**src/rtl/counter_sequencer.sv**
```systemverilog
// Four-mode (stop/up/down/bounce) LED counter sequencer driven by three debounced switches.
// Optional macro SEQ_WRAP_PULSE_EN adds the o_Wrap boundary-crossing pulse output.
module counter_sequencer #(
  parameter int HALF_SECOND = 12_500_000
) (
  input  logic       i_Clk,
  input  logic       i_Rst_L,
  input  logic       i_Mode_Sw,
  input  logic       i_Speed_Sw,
  input  logic       i_Clear_Sw,
  output logic       o_LED_1,
  output logic       o_LED_2,
  output logic       o_LED_3,
  output logic       o_LED_4,
  output logic [1:0] o_Mode,
`ifdef SEQ_WRAP_PULSE_EN
  output logic       o_Wrap,
`endif
  output logic [1:0] o_Speed
);

  localparam int DIV_W = $clog2(HALF_SECOND);
  localparam logic [DIV_W-1:0] PER0_M1 = DIV_W'(HALF_SECOND - 1);
  localparam logic [DIV_W-1:0] PER1_M1 = DIV_W'((HALF_SECOND >> 1) - 1);
  localparam logic [DIV_W-1:0] PER2_M1 = DIV_W'((HALF_SECOND >> 2) - 1);
  localparam logic [DIV_W-1:0] PER3_M1 = DIV_W'((HALF_SECOND >> 3) - 1);

  typedef enum logic [1:0] {
    ST_STOP   = 2'd0,
    ST_UP     = 2'd1,
    ST_DOWN   = 2'd2,
    ST_BOUNCE = 2'd3
  } mode_e;

  logic             mode_hist_r, speed_hist_r, clear_hist_r;
  logic             mode_press_s, speed_press_s, clear_press_s;
  logic [DIV_W-1:0] div_r;
  logic [DIV_W-1:0] period_m1_s;
  logic             tick_r;
  logic [1:0]       speed_r;
  mode_e            state_r;
  mode_e            next_state_s;
  logic [3:0]       cnt_r;
  logic [3:0]       step_cnt_s;
  logic             dir_r;
  logic             step_dir_s;

  assign mode_press_s  = i_Mode_Sw  & ~mode_hist_r;
  assign speed_press_s = i_Speed_Sw & ~speed_hist_r;
  assign clear_press_s = i_Clear_Sw & ~clear_hist_r;
  assign next_state_s  = mode_e'(state_r + 2'd1);

  // Switch history; resets high so a switch held through reset is not a press.
  always_ff @(posedge i_Clk or negedge i_Rst_L) begin
    if (!i_Rst_L) begin
      mode_hist_r  <= 1'b1;
      speed_hist_r <= 1'b1;
      clear_hist_r <= 1'b1;
    end else begin
      mode_hist_r  <= i_Mode_Sw;
      speed_hist_r <= i_Speed_Sw;
      clear_hist_r <= i_Clear_Sw;
    end
  end

  // Terminal divider count for the selected speed.
  always_comb begin
    period_m1_s = PER0_M1;
    case (speed_r)
      2'd0:    period_m1_s = PER0_M1;
      2'd1:    period_m1_s = PER1_M1;
      2'd2:    period_m1_s = PER2_M1;
      default: period_m1_s = PER3_M1;
    endcase
  end

  // Rate divider, one-cycle tick and speed index.
  always_ff @(posedge i_Clk or negedge i_Rst_L) begin
    if (!i_Rst_L) begin
      div_r   <= '0;
      tick_r  <= 1'b0;
      speed_r <= 2'd0;
    end else begin
      if (speed_press_s) begin
        speed_r <= speed_r + 2'd1;
      end
      if (speed_press_s || clear_press_s) begin
        div_r  <= '0;
        tick_r <= 1'b0;
      end else if (div_r == period_m1_s) begin
        div_r  <= '0;
        tick_r <= 1'b1;
      end else begin
        div_r  <= div_r + DIV_W'(1);
        tick_r <= 1'b0;
      end
    end
  end

  // Next count and bounce direction for a step in the current mode.
  always_comb begin
    step_cnt_s = cnt_r;
    step_dir_s = dir_r;
    case (state_r)
      ST_UP:   step_cnt_s = cnt_r + 4'd1;
      ST_DOWN: step_cnt_s = cnt_r - 4'd1;
      ST_BOUNCE: begin
        if (dir_r) begin
          if (cnt_r == 4'd15) begin
            step_cnt_s = 4'd14;
            step_dir_s = 1'b0;
          end else begin
            step_cnt_s = cnt_r + 4'd1;
          end
        end else begin
          if (cnt_r == 4'd0) begin
            step_cnt_s = 4'd1;
            step_dir_s = 1'b1;
          end else begin
            step_cnt_s = cnt_r - 4'd1;
          end
        end
      end
      default: begin
        step_cnt_s = cnt_r;
        step_dir_s = dir_r;
      end
    endcase
  end

  // Mode FSM and counter; clear and mode presses both take precedence over a tick.
  always_ff @(posedge i_Clk or negedge i_Rst_L) begin
    if (!i_Rst_L) begin
      state_r <= ST_STOP;
      cnt_r   <= 4'd0;
      dir_r   <= 1'b1;
    end else begin
      if (mode_press_s) begin
        state_r <= next_state_s;
      end
      if (clear_press_s) begin
        cnt_r <= 4'd0;
        dir_r <= 1'b1;
      end else if (mode_press_s) begin
        if (next_state_s == ST_BOUNCE) begin
          dir_r <= 1'b1;
        end
      end else if (tick_r) begin
        cnt_r <= step_cnt_s;
        dir_r <= step_dir_s;
      end
    end
  end

`ifdef SEQ_WRAP_PULSE_EN
  logic wrap_r;
  logic step_wrap_s;

  assign step_wrap_s = ((state_r == ST_UP)     && (cnt_r == 4'd15)) ||
                       ((state_r == ST_DOWN)   && (cnt_r == 4'd0))  ||
                       ((state_r == ST_BOUNCE) && dir_r  && (cnt_r == 4'd15)) ||
                       ((state_r == ST_BOUNCE) && !dir_r && (cnt_r == 4'd0));

  // Boundary pulse, raised only on edges where a step is actually applied.
  always_ff @(posedge i_Clk or negedge i_Rst_L) begin
    if (!i_Rst_L) begin
      wrap_r <= 1'b0;
    end else begin
      wrap_r <= tick_r & ~mode_press_s & ~clear_press_s & step_wrap_s;
    end
  end

  assign o_Wrap = wrap_r;
`endif

  assign o_LED_1 = cnt_r[3];
  assign o_LED_2 = cnt_r[2];
  assign o_LED_3 = cnt_r[1];
  assign o_LED_4 = cnt_r[0];
  assign o_Mode  = state_r;
  assign o_Speed = speed_r;

endmodule

```
**config.mk**
```make
export PLATFORM = sky130hd
export DESIGN_NAME = counter_sequencer
export DESIGN_NICKNAME = d
export VERILOG_FILES = /design/src/rtl/counter_sequencer.sv
export SDC_FILE = /design/constraint.sdc
export NUM_CORES = 1
export LEC_CHECK = 0
export ABC_CLOCK_PERIOD_IN_PS = 1900
export CORE_MARGIN = 3
export CORE_UTILIZATION = 45
export CTS_BUF_LIST = sky130_fd_sc_hd__clkbuf_2 sky130_fd_sc_hd__clkbuf_4 sky130_fd_sc_hd__clkbuf_8
export DETAILED_ROUTE_END_ITERATION = 10
export GPL_TIMING_DRIVEN = 0
export MAX_ROUTING_LAYER = met4
export PLACE_DENSITY = 0.66
export SLEW_MARGIN = 20
export SYNTH_ARGS = -nofsm -noshare
export SYNTH_HDL_FRONTEND = slang
export SYNTH_SLANG_ARGS = --single-unit
```
**constraint.sdc**
```tcl
create_clock -name i_Clk -period 1.9 [get_ports i_Clk]
set_input_delay 0.38 -clock i_Clk [delete_from_list [all_inputs] [get_ports i_Clk]]
set_output_delay 0.38 -clock i_Clk [all_outputs]
set_load 0.01 [all_outputs]
```
==> results of run 1 <==
-- registers in the layout (all words and copies together), names as in the netlist --
| signal | cells |
|---|---|
| o_Speed | 2 |
| mode_hist_r | 1 |
| speed_hist_r | 1 |
| cnt_r | 4 |
| clear_hist_r | 1 |
| tick_r | 1 |
| div_r | 24 |
| dir_r | 1 |
| o_Mode | 2 |
-- cell families after synthesis --
family                     Yosys count  synth area share [%]
adders and majority gates           13                  6.40
xor gates and xnor gates            24                  8.27
muxes                                2                 0.886
buffers and inverters               24                  4.87
DFF                                 37                  36.6
and+or+nand+nor                    115                  30.8
AOI/OAI and AO/OA                   44                  12.1
-- path summary, 6_finish.rpt --
kind | end | depth (start not counted) | slack, ps
max | div_r[16] | 8 | -30
min | div_r[7] | 1 | 30
max reg2reg | div_r[16] | 8 | -30
min reg2reg | div_r[0] | 1 | 530
max in group asynchronous | dir_r | 2 | 1330
min in group i_Clk | clear_hist_r | 1 | 530
-- cells in the final DEF, fill, tap and decap left out, types with 3 or more instances in the layout --
master and n:
sky130_fd_sc_hd__nor3_4 4, sky130_fd_sc_hd__dfstp_2 4, sky130_fd_sc_hd__o21ai_0 10, sky130_fd_sc_hd__clkbuf_8 5, sky130_fd_sc_hd__buf_4 12, sky130_fd_sc_hd__nand4_1 4, sky130_fd_sc_hd__nor3_1 6, sky130_fd_sc_hd__clkbuf_2 3
sky130_fd_sc_hd__nand2b_1 7, sky130_fd_sc_hd__dfrtp_2 3, sky130_fd_sc_hd__nor3_2 18, sky130_fd_sc_hd__xor2_1 13, sky130_fd_sc_hd__o22ai_1 3, sky130_fd_sc_hd__nand2_1 20, sky130_fd_sc_hd__ha_1 6, sky130_fd_sc_hd__inv_1 7
sky130_fd_sc_hd__ha_4 4, sky130_fd_sc_hd__a21oi_1 7, sky130_fd_sc_hd__dfrtp_1 30, sky130_fd_sc_hd__nor2_1 15, sky130_fd_sc_hd__clkdlybuf4s50_1 11, sky130_fd_sc_hd__buf_2 7, sky130_fd_sc_hd__xnor2_1 11, sky130_fd_sc_hd__a31oi_1 3
sky130_fd_sc_hd__and3_1 6, sky130_fd_sc_hd__nand3_1 13, sky130_fd_sc_hd__ha_2 3
-- worst max-delay path: cells and delay by family, from the launching register on --
family | cells | cell delay [ps]
AOI/OAI and AO/OA | 2 | 450
adders and majority gates | 1 | 210
buffers and inverters | 2 | 300
DFF | 1 | 470
and+or+nand+nor | 3 | 360
-- power groups by stage --
| stage | Combinational [uW] | Clock (uW) | Sequential [uW] |
|---|---|---|---|
| after floorplan | 464 | 0 | 974 |
| after global placement | 688 | 0 | 973 |
| after detailed placement | 712 | 0 | 977 |
| after CTS | 876 | 564 | 937 |
| after global routing | 1020 | 602 | 959 |
| final | 921 | 553 | 945 |
-- routing by layer --
| layer | vias up | global-route usage (%) | part of all wire, % |
|---|---|---|---|
| met3 | 5 | 3.33 | 2.4 |
| met1 | 961 | 29.6 | 53 |
| li1 | 996 | - | - |
| met4 | 0 | 4.56 | 0.95 |
| met5 | - | - | 0 |
| met2 | 23 | 28.7 | 44 |
-- stage by stage --
stage	worst slack [ps]	cell area, um^2
floorplan	-91.0	2600
global placement	-554	2800
detailed placement	-301	2830
CTS	-28.1	3070
global route	-120	3150
finish	-30.8	3150
-- layout make-up --
class                      instances  area, um^2  area share, %
tap                               70        87.6           2.78
inverter                           9        36.3           1.15
multi-input combinational        198        1640           52.1
buffer                            14        98.8           3.13
clock inverter                     2        10.0          0.317
timing repair buffer              26         268           8.49
clock buffer                       6        76.3           2.42
sequential                        37         935           29.6
-- timing repair --
action	4_1_cts	5_1_grt
endpoints found under the setup margin	25	26
cloned	1	0
buffers inserted	10	2
pin swaps	4	1
hold buffers	0	0
gates resized for setup	12	23
hold endpoints to repair	0	0
==> reports/summary.md, run 1 <==
• **outcome** finished with violations
• **failing checks** negative setup slack
• **number of distinct standard cells referenced by the synthesized netlist** 57
• **PortBufs** 12
• **initial core utilization** 48.2%
• **Cell Int Power** 1590 uW
• **overall via count from detail_route** 1985
• **placer's final routability congestion estimate** 0.863
• **most frequently used flop master after synthesis** sky130_fd_sc_hd__dfrtp_1
• **number of nets in the synthesized netlist** 277
• **endpoint kind of the worst setup timing path** register
• **class of the worst hold path** primary input to async pin
• **number of inserted filler cells in the final layout** 483
• **post-CTS clock slew at the launch and capture registers of the worst setup and hold paths** 70 ps
• **crit path from** o_Speed[0]
• **Final setup viols** 19
• **worst reg2reg path startpoint** o_Speed[0]
• **Slowest Stage Delay on Critical Path** 470 ps
• **post-route ant nets** 0
• **number of warning messages in the yosys log** 0
• **power density cells** 767 mW/mm^2
• **Die Wd** 81.1 um
• **switching portion of total power** 34.3%
• **drt initial violations** 132
• **top cells by area in the synthesized netlist** sky130_fd_sc_hd__dfrtp_1 32%, sky130_fd_sc_hd__nor3_2 8.3%, sky130_fd_sc_hd__ha_1 6.4%
• **TritonCTS buffer count** 5
• **Max Fanout on Critical Path** 6
• **cell-by-cell trace of the critical path** ha_4, nand2b_4, a2111oi_4, o2111ai_2, nor3_4, buf_6, buf_8, nor3_2
• **Num Clock Sinks** 37
• **total half-perimeter wirelength after legalization and detailed placement** 3.90 mm
• **fraction of synthesis flops using an asynchronous set or reset pin** 100%
• **vias per std cell** 5.48
• **cell with the largest stage delay on the worst path** sky130_fd_sc_hd__dfrtp_2
• **transition time at the pin with the least slew margin** 469 ps
• **proportion of layout cells with a drive suffix above 1** 32.2%
• **number of H-tree branching levels** 2
• **number of design rule violations left after detail routing** 0
• **Post-Route Skew** 4.09 ps
• **global router's overall resource usage** 20.0%
• **standard cell core area** 0.00527 mm^2
• **num ports** 13
• **root buffer cell** sky130_fd_sc_hd__clkbuf_8
• **setup repair after global routing missed its margin** yes
• **commonest cells in the netlist** 33 x sky130_fd_sc_hd__dfrtp_1, 21 x sky130_fd_sc_hd__nor3_2, 20 x sky130_fd_sc_hd__nand2_1, 15 x sky130_fd_sc_hd__nor2_1
• **detailed-routing iteration count for the pre-antenna-repair pass** 4
• **data required time at the worst endpoint** 2060 ps
• **kind of critical path** register to register
• **clock latency on the worst-skew pair** 290 ps
• **count leader, synth** sky130_fd_sc_hd__dfrtp_1
• **Yosys top cell by area** sky130_fd_sc_hd__dfrtp_1
• **area of the die** 0.00658 mm^2
• **Total Neg Setup Slack** -286 ps
• **sequential share of power** 39.1%
• **GRT overflow** 0
• **gate count after technology mapping** 259
• **Max-Cap Viols** 0
• **placed cell count** 342
• **Die Height** 81.1 um
• **final wirelength** 5.56 mm
• **Fin Hold WS** 34.2 ps
• **Antenna Diode Count** 0
• **number of rows created at floorplan** 26
• **Avg Inst Size Synth** 9.81 um^2
• **flops & latches, synth** 37
• **Crit path arrival time** 2090 ps
• **worst-case setup margin in the final layout** -30.8 ps
• **routed length per instance** 15.4 um
• **Max VDD drop** 0.000798 V
• **number of slew-limit violations in the final report** 0
• **share of power burned in the clock network** 22.9%
• **portion of the post-synthesis area used by sequential elements** 36.6%
• **maximum clock insertion buffer count** 2
• **P_leak** 0.00127 uW
• **Synth-to-Final Area Change** 24.1%
• **period utilization** 102%
• **via count of the first global-routing pass** 1972
• **synthesized area** 0.00254 mm^2
• **final worst path period need** 1930 ps
• **critical path launch point type** register
• **Final Hold Fails** 0
• **NetSw** 829 uW
• **overall power of the completed layout** 2420 uW
• **combinational fraction of design power** 38.1%
• **final core utilization** 59.9%
• **total number of nets in the final design** 309
• **wire length of the first global-routing pass** 9.82 mm
• **antenna violations before repair** 0
• **TritonCTS clock tree** done
• **area share of the largest cell type after synthesis** 32.5%
• **number of standard cells in the final layout excluding fillers** 362
• **headroom to the max-slew limit** 68.5%
• **largest net degree at the start of global routing** 20
• **Max Fclk** 518 MHz
• **number of flops mapped to enable cells by yosys** 0
Power figures use the tool's default switching activity.
==> inputs of run 2 (changes only) <==
--- a/config.mk
+++ b/config.mk
@@ -6,6 +6,7 @@
 export NUM_CORES = 1
 export LEC_CHECK = 0
 export ABC_CLOCK_PERIOD_IN_PS = 1900
+export CAP_MARGIN = 40
 export CORE_MARGIN = 3
 export CORE_UTILIZATION = 45
 export CTS_BUF_LIST = sky130_fd_sc_hd__clkbuf_2 sky130_fd_sc_hd__clkbuf_4 sky130_fd_sc_hd__clkbuf_8
==> results of run 2 <==
Same layout as run 1: the final DEF is identical, and so are final timing and power.
==> variant 1, RTL diff (settings of run 2) <==
`HALF_SECOND`: 12_500_000 -> 6_250_000.
--- a/src/rtl/counter_sequencer.sv
+++ b/src/rtl/counter_sequencer.sv
@@ -2,5 +2,5 @@
 // Optional macro SEQ_WRAP_PULSE_EN adds the o_Wrap boundary-crossing pulse output.
 module counter_sequencer #(
-  parameter int HALF_SECOND = 12_500_000
+  parameter int HALF_SECOND = 6_250_000
 ) (
   input  logic       i_Clk,
Formal check against the unedited RTL: no difference found for any inputs over 10 cycles, from zero or initial values and one cycle with i_Rst_L low; that may be too few to reach the edited logic, so the function may still have changed.
==> variant 1 against run 2 <==
The run still ends with negative setup slack left. Total power is 0.25% higher. Hold slack better by 0.44 ns. Area after synthesis is 12% lower. Cell area is 9.9% lower. Worst setup slack worse by 0.084 ns. Sequential cell count is 1 lower. Routed wire length is 8.8% lower. Sequential power is 1% lower. Combinational power is 0.4% higher. Clock skew is 0.0050 ns higher.
==> variant 1: results (changes against run 2) <==
pwr:
  leakagePower_nw: 1.178  # -7.0%
  p_seq_share_pct: 38.6  # -0.5 points
  vdd_drop_max_v: 0.0005441  # -32%
  p_sw_w: 0.0008144  # -1.8%
  p_int_w: 0.001611  # +1.3%
  power_frac_clock_pct: 23.3  # +0.4 points
logic_synthesis:
  yosys.area_share.xor_xnor_pct: 10.17  # +1.9 points
  muxShareOfSynthArea_pct: 1.006  # +0.12 points
  yosysSeqAreaShare_pct: 40.47  # +3.8 points
  synth_cell_types: 40  # -30%
  mappedNetlistNets: 265  # -4.3%
  synth_compound_area_share_pct: 11.29  # -0.82 points
  syn-instance-count: 246  # -5.0%
  synth_common_cells: "32 x dfrtp_1, 25 x nor3_1, 19 x nand2_1"
  synth_area_leaders: "dfrtp_1 36%, ha_1 7.8%, xnor2_1 6.3%, nor3_1 5.6%, dfstp_2 4.7%"
placed_design:
  place_congestion: 0.8477  # -1.8%
  numPlacedInstances: 326  # -4.7%
  dp_hpwl_um: 3241  # -17%
  place_area_um2: 2462  # -13%
final_layout:
  post_route_cells_drive_above_1_share_pct: 19.29  # -13 points
  layout.cells.non_filler: 347  # -4.1%
  largestRegisters: "div_r x23, cnt_r x4"
timing:
  fin_ws_ns: -0.1149  # -0.08415 ns
  skew_ns: 0.009136  # +0.005043 ns
  setup_viol_count_final: 22  # +3
  whs_ns: 0.4707  # +0.4365 ns
  setup-tns-final_ns: -2.039  # -1.753 ns
outcome:
  status: "finished, violations left"
  failed_checks: "negative setup slack"
global_route:
  grt_pass1_wl_um: 8135  # -17%
  grtUsageTotal_pct: 17.64  # -2.4 points
  grt_max_degree: 32  # +60%
worst_setup_path:
  path_delay_family: "buffers and inverters"
  arrival_ns: 2.17  # +0.08 ns
routing:
  drtIter0Drc: 171  # +30%
  vias: 1881  # -5.2%
variant 1: cell families after synthesis:
family                   count (synthesis)
flip-flops                              36
multiplexers                             2
AO/OA/AOI/OAI                           39
adder cells (fa/ha/maj)                 14
XOR/XNOR                                26
AND/OR/NAND/NOR                        105
buffers and inverters                   24
variant 1: layer usage:
layer | up-vias | global-route usage, % | share of wire (%)
met5 | - | - | 0
met4 | 0 | 3.804 | 0.91
met3 | 6 | 4.019 | 4.2
met2 | 46 | 25.66 | 45
met1 | 896 | 25.17 | 50
li1 | 933 | - | -
variant 1: cell type report:
type	instances	area, um2
fillers	411	1913
flip-flops and latches	36	908.4
plain buffers	10	60.06
clock buffers	8	91.34
multi-input cells	186	1370
inverters	14	57.56
repair buffers	26	270.3
well taps	67	83.83
variant 1: timing repair:
action                                  4_1_cts  5_1_grt
buffers inserted                              8        2
pin swaps                                     2        8
hold endpoints to repair                      5        0
cloned                                        1        1
resized for setup                            17       22
endpoints found under the setup margin       22       25
hold buffers                                  1        0
==> variant 2, RTL diff (flow settings as in run 2) <==
Made on the original files. Add an input register stage for `i_Mode_Sw`, `i_Speed_Sw` and `i_Clear_Sw`; this delays them by one clock.
--- a/src/rtl/counter_sequencer.sv
+++ b/src/rtl/counter_sequencer.sv
@@ -33,4 +33,14 @@
   } mode_e;
 
+  logic i_Mode_Sw_q;
+  logic i_Speed_Sw_q;
+  logic i_Clear_Sw_q;
+
+  always_ff @(posedge i_Clk) begin
+    i_Mode_Sw_q  <= i_Mode_Sw;
+    i_Speed_Sw_q <= i_Speed_Sw;
+    i_Clear_Sw_q <= i_Clear_Sw;
+  end
+
   logic             mode_hist_r, speed_hist_r, clear_hist_r;
   logic             mode_press_s, speed_press_s, clear_press_s;
@@ -46,7 +56,7 @@
   logic             step_dir_s;
 
-  assign mode_press_s  = i_Mode_Sw  & ~mode_hist_r;
-  assign speed_press_s = i_Speed_Sw & ~speed_hist_r;
-  assign clear_press_s = i_Clear_Sw & ~clear_hist_r;
+  assign mode_press_s  = i_Mode_Sw_q & ~mode_hist_r;
+  assign speed_press_s = i_Speed_Sw_q & ~speed_hist_r;
+  assign clear_press_s = i_Clear_Sw_q & ~clear_hist_r;
   assign next_state_s  = mode_e'(state_r + 2'd1);
 
@@ -58,7 +68,7 @@
       clear_hist_r <= 1'b1;
     end else begin
-      mode_hist_r  <= i_Mode_Sw;
-      speed_hist_r <= i_Speed_Sw;
-      clear_hist_r <= i_Clear_Sw;
+      mode_hist_r  <= i_Mode_Sw_q;
+      speed_hist_r <= i_Speed_Sw_q;
+      clear_hist_r <= i_Clear_Sw_q;
     end
   end
Function: changed (Yosys sat finds a counterexample within 4 cycles, from zero or initial values and one cycle with i_Rst_L low).
==> variant 2 against run 2 <==
First-iteration DRC count is 25% lower. Worst setup slack lost 0.085 ns. Sequential power increased by 7%. Cell area is 12% lower. Sequential share of layout area rose by 6.3 points. The run still ends with negative setup slack left. Combinational power decreased by 24%. Cell count shrank 5.5%. Highest routed layer unchanged. Routed wire length down 13%. Area after synthesis is 9.9% lower. Maximum frequency shrank 4.2%. Total power fell by 4.8%. Critical path type unchanged. Sequential cell count grew 3. Core utilization shrank 2.5 points.
==> variant 2: results (changes against run 2) <==
logic_synthesis:
  synth_common_cells: "35 x nor2_1, 33 x dfrtp_1, 18 x nand2_1"
  synthArstFlopShare_pct: 92.50  # -7.5 points
  synth_area_leaders: "dfrtp_1 36%, ha_1 7.1%, xor2_1 6.1%, nor2_1 5.7%, dfstp_2 4.6%"
  ys.flop_type: "dfrtp_1"
  synth_cell_types: 44  # -23%
  mappedNetlistNets: 264  # -4.7%
  yosysSeqAreaShare_pct: 43.28  # +6.6 points
  yosysWarnings: 0  # unchanged
pwr:
  vdd_drop_max_v: 0.0006553  # -18%
  leakagePower_nw: 1.145  # -9.6%
worst_setup_path:
  worst-r2r-cell-count: 7  # -1
  critical_path_class: "reg -> reg"
  r2r_start: "o_Speed[0]$_DFFE_PN0P_"
  arrival_ns: 2.20  # +0.11 ns
  slowest_stage: "dfrtp_2"
  path_delay_family: "compound AO/OA/AOI/OAI gates"
  cp_slowest_stage_delay_ns: 0.45  # -0.02 ns
  cp_max_fo: 10  # +4
final_layout:
  largestRegisters: "div_r x24, cnt_r x4"
  layout_commonest_cell: "nor2_1"
  fin_nets: 292  # -5.5%
  diodes: 0  # unchanged
  post_route_cells_drive_above_1_share_pct: 17.82  # -14 points
  nFillCells: 468  # -3.1%
global_route:
  grt_pass1_vias: 1867  # -5.3%
  antenna_found_initial: 0  # unchanged
  grtUsageTotal_pct: 18.73  # -1.3 points
  grt_max_degree: 26  # +30%
  grt_pass1_wl_um: 8673  # -12%
placed_design:
  io_buffers: 12  # unchanged
  place_ws_ns: -0.3905  # -0.08933 ns
  place_congestion: 0.8901  # +3.2%
  dp_hpwl_um: 3343  # -14%
timing:
  setup_viol_count_final: 24  # +5
  setup-tns-final_ns: -2.306  # -2.020 ns
  finalHoldViolCount: 0  # unchanged
  fin_ws_ns: -0.1155  # -0.08472 ns
  slew_headroom_pct: 67.55  # -0.93 points
  skew_ns: 0.004042  # -0.00005082 ns
worst_hold_path:
  min_path_type: "reg -> reg"
  hold_path_depth: 0
  min_from: "i_Speed_Sw_q$_DFF_P_"
flow_run:
  drv_cap: 0  # unchanged
clock_tree:
  root_buffer: "clkbuf_8"
  numCtsBuffers: 5  # unchanged
  clkLatencyLatePin_ns: 0.29  # about the same
  h-tree-depth: 2  # unchanged
  clkTransAtPathRegs_ns: 0.08
  clockBufferDepth: 2  # unchanged
outcome:
  failed_checks: "negative setup slack"
  status: "finished, violations left"
routing:
  vias: 1857  # -6.4%
  dr.pass1.iters: 4  # unchanged
  wire_per_inst_um: 14.18  # -7.7%
  drtIter0Drc: 99  # -25%
## variant 2: per-stage QoR
stage | instances | cell area [um2]
after floorplan | 246 | 2323
after global placement | 325 | 2527
after detailed placement | 326 | 2542
after CTS | 341 | 2735
after global routing | 342 | 2761
final | 342 | 2761
## variant 2: power by group
| part | total, W | switching, W | internal, W |
|---|---|---|---|
| Clock | 0.000598 | 0.000304 | 0.000294 |
| Sequential | 0.00101 | 0.0000897 | 0.000916 |
| Combinational | 0.000699 | 0.000355 | 0.000345 |
## variant 2: logic make-up (layout without fill, tap and decap cells)
group                      after synthesis  in the layout  share of synthesized area [%]
AOI/OAI and AO/OA                       44             44                          13.01
xor gates and xnor gates                25             25                          9.563
adders and majority gates               13             13                          7.104
buffers and inverters                   22             51                          4.262
DFF                                     40             40                          43.28
and+or+nand+nor                        102            102                          22.79
## variant 2: layout make-up
class / instances / area [um2] / area share, %
multi-input combinational: 184 / 1286 / 46.58
buffer: 10 / 55.05 / 1.994
clock buffer: 6 / 82.58 / 2.990
inverter: 12 / 47.55 / 1.722
clock inverter: 2 / 15.01 / 0.5437
sequential: 40 / 993.5 / 35.98
timing repair buffer: 21 / 197.7 / 7.159
tap: 67 / 83.83 / 3.036
## variant 2: layer usage
metal	global-route usage (%)	up-vias	wire, um
met5	-	-	0
li1	-	918	-
met4	7.829	0	87
met3	3.944	10	170
met2	26.77	30	2111
met1	25.90	899	2477
## variant 2: path summary, 6_finish.rpt
kind	slack (ns)	endpoint
worst max-delay path	-0.12	div_r[14]$_DFF_PN0_
worst min-delay path	0.31	speed_hist_r$_DFF_PN1_
worst max register to register	-0.12	div_r[14]$_DFF_PN0_
worst min register to register	0.31	speed_hist_r$_DFF_PN1_
max in group asynchronous	0.88	clear_hist_r$_DFF_PN1_
min in group asynchronous	0.51	div_r[8]$_DFF_PN0_
## variant 2: timing repair
item	CTS	global route
setup buffers	6	1
endpoints found under the setup margin	25	28
pin swaps	4	0
resized for setup	8	7
hold endpoints to repair	12	0
gates cloned	0	0
hold buffers	1	0
## variant 2: worst register-to-register path, delay by kind of cell (launching register included)
family,cells,cell delay [ns]
compound gates,2,0.57
simple gates,2,0.49
flops,1,0.45
buf+inv,2,0.23
fa+ha+maj,1,0.16
